===== src/rtl/and_gate.sv =====
// Branch-taken AND gate for the PC mux, plus a registered copy of the select
// and saturating statistics counters (branches requested, branches taken).

// Per-counter slice: saturating up-counter with synchronous clear.
module and_gate_satcnt #(
    parameter int CNT_W = 16
) (
    input  logic             i_clk,
    input  logic             i_rst_n,
    input  logic             i_clr,
    input  logic             i_inc,
    output logic [CNT_W-1:0] o_cnt,
    output logic             o_sat_hit
);
    localparam logic [CNT_W-1:0] CNT_MAX = '1;

    logic at_max;

    assign at_max    = (o_cnt == CNT_MAX);
    // An increment request while already pinned at max is what marks saturation.
    assign o_sat_hit = i_inc & at_max;

    // Count up on request, hold at max, clear wins over increment.
    always_ff @(posedge i_clk or negedge i_rst_n) begin
        if (!i_rst_n)
            o_cnt <= '0;
        else if (i_clr)
            o_cnt <= '0;
        else if (i_inc && !at_max)
            o_cnt <= o_cnt + 1'b1;
    end
endmodule

module and_gate #(
    parameter int CNT_W = 16   // legal 2..32
) (
    input  logic             i_clk,
    input  logic             i_rst_n,
    input  logic             i_zero_alu,
    input  logic             i_control_unit,
    input  logic             i_clr,
    output logic             o_mux,
    output logic             o_mux_q,
    output logic [CNT_W-1:0] o_branch_cnt,
    output logic [CNT_W-1:0] o_taken_cnt,
    output logic             o_cnt_sat
);
    localparam int NUM_CNT = 2;   // [0] branch requests, [1] branches taken
    localparam int STAGES  = 1;

    logic [STAGES:0]                vld_pipe;
    logic [NUM_CNT-1:0]             inc;
    logic [NUM_CNT-1:0]             sat_hit;
    logic [NUM_CNT-1:0][CNT_W-1:0]  cnt;
    logic                           cnt_sat;

    // Branch taken only when the control unit asks and the ALU compare is zero.
    assign o_mux = i_zero_alu & i_control_unit;

    assign inc[0] = i_control_unit;
    assign inc[1] = o_mux;

    genvar g;
    generate
        for (g = 0; g < NUM_CNT; g++) begin : g_cnt
            and_gate_satcnt #(.CNT_W(CNT_W)) u_cnt (
                .i_clk     (i_clk),
                .i_rst_n   (i_rst_n),
                .i_clr     (i_clr),
                .i_inc     (inc[g]),
                .o_cnt     (cnt[g]),
                .o_sat_hit (sat_hit[g])
            );
        end
    endgenerate

    assign vld_pipe[0] = o_mux;

    // One-cycle delayed copy of the select; clear does not touch it.
    always_ff @(posedge i_clk or negedge i_rst_n) begin
        if (!i_rst_n)
            vld_pipe[STAGES:1] <= '0;
        else
            vld_pipe[STAGES:1] <= vld_pipe[STAGES-1:0];
    end

    // Sticky saturation flag, dropped only by reset or clear.
    always_ff @(posedge i_clk or negedge i_rst_n) begin
        if (!i_rst_n)
            cnt_sat <= 1'b0;
        else if (i_clr)
            cnt_sat <= 1'b0;
        else if (|sat_hit)
            cnt_sat <= 1'b1;
    end

    assign o_mux_q      = vld_pipe[STAGES];
    assign o_branch_cnt = cnt[0];
    assign o_taken_cnt  = cnt[1];
    assign o_cnt_sat    = cnt_sat;
endmodule


===== config.mk =====
export PLATFORM = sky130hd
export DESIGN_NAME = and_gate
export DESIGN_NICKNAME = d
export VERILOG_FILES = /design/src/rtl/and_gate.sv
export SDC_FILE = /design/constraint.sdc
export NUM_CORES = 1
export LEC_CHECK = 0
export CAP_MARGIN = 20
export CORE_MARGIN = 5
export CORE_UTILIZATION = 51
export DETAILED_ROUTE_END_ITERATION = 8
export MAX_ROUTING_LAYER = met4
export PLACE_DENSITY = 0.89
export SETUP_SLACK_MARGIN = 0.05
export SKIP_LAST_GASP = 1
export SYNTH_ARGS = -nofsm -noshare
export SYNTH_HDL_FRONTEND = slang
export SYNTH_HIERARCHICAL = 1
export SYNTH_SLANG_ARGS = --single-unit
export TNS_END_PERCENT = 100

===== constraint.sdc =====
create_clock -name i_clk -period 1.9 [get_ports i_clk]
set_input_delay 0.285 -clock i_clk [delete_from_list [all_inputs] [get_ports i_clk]]
set_output_delay 0.285 -clock i_clk [all_outputs]
set_load 0.1 [all_outputs]

==> flow_metrics.py <==
metrics = {
    "cells_and_area": {
        "antennaDiodeCount": 0,
        "fillers": 256,
        "fin_cells": 313,
        "multi_input_area_sq_um": 1130,
        "regArea_sq_um": 963,
        "final_common_cell": "buf_4",
        "final_cell_mix": "buf_4, dfrtp_4, nor2_1, a21oi_1, buf_12",
        "area_growth_pct": 46.1,
        "nets": 271,
        "drive_gt1_share_pct": 46.4,
        "final_util_pct": 77.6,
    },
    "synth": {
        "synth-seq-area-share_pct": 43.1,
        "synth-edff-count": 0,
        "ys_ff_latch": 34,
        "synthCells": 201,
        "async_reset_ff_share_pct": 100,
        "ys_types": 43,
        "syn_area_per_cell_sq_um": 9.82,
        "syn_nets": 208,
        "yosys_warnings": 6,
        "synthesis.area_sq_um": 1970,
        "yosys_most_used_dff": "dfrtp_1",
    },
    "floorplan": {
        "rows": 22,
        "fp.dieArea_sq_um": 5210,
        "start_util_pct": 53.1,
        "design.portCount": 40,
        "placeableCoreArea_sq_um": 3720,
        "die_w_microns": 72.2,
        "die_h_microns": 72.2,
    },
    "worst_setup_path": {
        "worstPathArrival_ns": 1.98,
        "worst_setup_path_end_kind": "flop",
        "path_class": "input port to flop",
        "crit_required_ns": 2.08,
        "startpoint_type": "input port",
        "path_max_fanout": 7,
    },
    "run_status": {
        "outcome": "finished, final reports clean",
    },
    "run": {
        "maxCapViolCount": 0,
    },
    "global_route": {
        "first_global_vias": 1875,
        "grt_pass1_wl_mm": 8.72,
        "grt_overflow": 0,
        "grt.total_usage_pct": 21.8,
        "grt_max_degree": 42,
        "antenna_found_initial": 0,
    },
    "timing": {
        "finClkSkew_ns": 0.00806,
        "setup_viol": 0,
        "fin_tns_setup_ns": 0,
        "maxSlewViolCount": 0,
        "timing.fmax_mhz": 554,
        "worst_slew_pin_slew_ns": 0.489,
        "relSlewSlack_pct": 67.2,
        "rsz0062_at_grt": "true",
        "hold_viol": 0,
        "post-route-period-util_pct": 95.1,
        "period_minus_slack_ns": 1.81,
    },
    "pwr": {
        "pwr_density_cell_nw_per_um2": 516,
        "leakage_nw": 1.12,
        "peakVddDrop_v": 0.000481,
    },
    "placement": {
        "place.port_buffers": 39,
        "gp_congestion": 0.858,
        "dpl.cell_count": 301,
        "dpl.hpwl_mm": 3.54,
    },
    "routing": {
        "ant_nets": 0,
        "wire_per_inst_microns": 16.2,
        "dr.pass1.iters": 4,
        "drc": 0,
        "drt_iter0_drc": 201,
        "wirelength_mm": 5.07,
        "viasPerCell": 6.06,
        "vias": 1897,
    },
    "clock_tree": {
        "clkLatencyLatePin_ns": 0.29,
        "cts_made_buffers": 5,
        "htreeDepth": 2,
        "holdBufCountCts": 0,
        "cts_tree": "yes",
        "cts_sinks": 34,
        "root_buffer": "clkbuf_8",
        "path_clk_slew_ns": 0.07,
        "clk_path_buf_depth": 2,
    },
    "hold_path": {
        "min_path_type": "input port to asynchronous set/reset pin",
    },
}
==> synthesized netlist by cell type, types with 6 or more instances <==
cell type	instances	area [sq um]
nor2b_1	8	50.1
nor2_1	18	67.6
o21ai_0	6	30.0
nand4_1	6	37.5
or3_1	6	37.5
dfrtp_1	34	851
or4_1	9	67.6
mux2_2	7	78.8
o31ai_1	7	52.6
nand2_1	11	41.3
a21oi_1	17	85.1
nor4_1	7	43.8
nor3_1	6	30.0
nand3_1	11	55.1
==> critical path: stages <==
cell and delay [ns]:
clkdlybuf4s50_1 0.54, and2_4 0.19, and4_1 0.28, nand2b_4 0.10, nor4b_2 0.23, mux2_2 0.36
==> what timing repair did <==
| action | in CTS | in global routing |
|---|---|---|
| endpoints found under the setup margin | 0 | 9 |
| resized for setup | 0 | 3 |
| buffers inserted | 0 | 4 |
==> worst paths after layout <==
check | from | to | slack, ns | depth (start not counted)
max in group asynchronous | i_rst_n | g_cnt[1].u_cnt/o_cnt[6] | 1.12 | 2
worst min register to register | o_cnt_sat | o_cnt_sat | 0.52 | 2
min in group i_clk | o_cnt_sat | o_cnt_sat | 0.52 | 2
worst max register to register | g_cnt[0].u_cnt/o_cnt[7] | g_cnt[0].u_cnt/o_cnt[8] | 0.12 | 5
worst min-delay path | i_rst_n | g_cnt[0].u_cnt/o_cnt[12] | 0.43 | 2
worst max-delay path | i_control_unit | g_cnt[1].u_cnt/o_cnt[13] | 0.09 | 6
==> state kept, by name, indices dropped and copies added, names as in the netlist <==
signal and cells:
g_cnt.u_cnt/o_cnt 32, o_cnt_sat 1, o_mux_q 1
==> metal layers <==
| metal | vias to the layer above | part of all wire, % | global-route usage [%] |
|---|---|---|---|
| met5 | - | 0 | - |
| li1 | 896 | - | - |
| met4 | 0 | 2.1 | 9.81 |
| met1 | 932 | 45 | 29.0 |
| met3 | 10 | 4.3 | 3.32 |
| met2 | 59 | 48 | 32.7 |
==> per-stage QoR <==
step / area (sq um) / setup slack (ns) / hold slack [ns] / total power [W]
3_5_place_dp: 2750 / -0.187 / 0.503 / 0.000940
2_1_floorplan: 2130 / -0.120 / -0.0106 / 0.000867
3_3_place_gp: 2750 / -0.133 / 0.508 / 0.000935
6_report: 2880 / 0.0939 / 0.426 / 0.00149
4_1_cts: 2840 / 0.0500 / 0.432 / 0.00150
5_1_grt: 2880 / 0.0354 / 0.458 / 0.00153
==> final cells by class <==
type,instances,area share (%)
Inverter,4,0.521
Clock buffer,7,2.99
Tap cell,48,2.08
Clock inverter,1,0.174
Timing Repair Buffer,61,21.4
Sequential cell,34,33.4
Multi-Input combinational cell,158,39.4
==> where the power goes <==
part           switching [W]  internal (W)  total, W
clock               0.000270      0.000292  0.000562
combinational       0.000119     0.0000563  0.000175
sequential         0.0000149      0.000735  0.000750
==> kinds of logic after synthesis <==
| family | count (synthesis) | synth area share (%) |
|---|---|---|
| simple gates | 105 | 34.5 |
| compound gates | 41 | 13.3 |
| flops | 34 | 43.1 |
| mux | 10 | 5.77 |
| buf+inv | 9 | 2.09 |
| fa+ha+maj | 2 | 1.27 |
(Power assumes the default switching activity.)
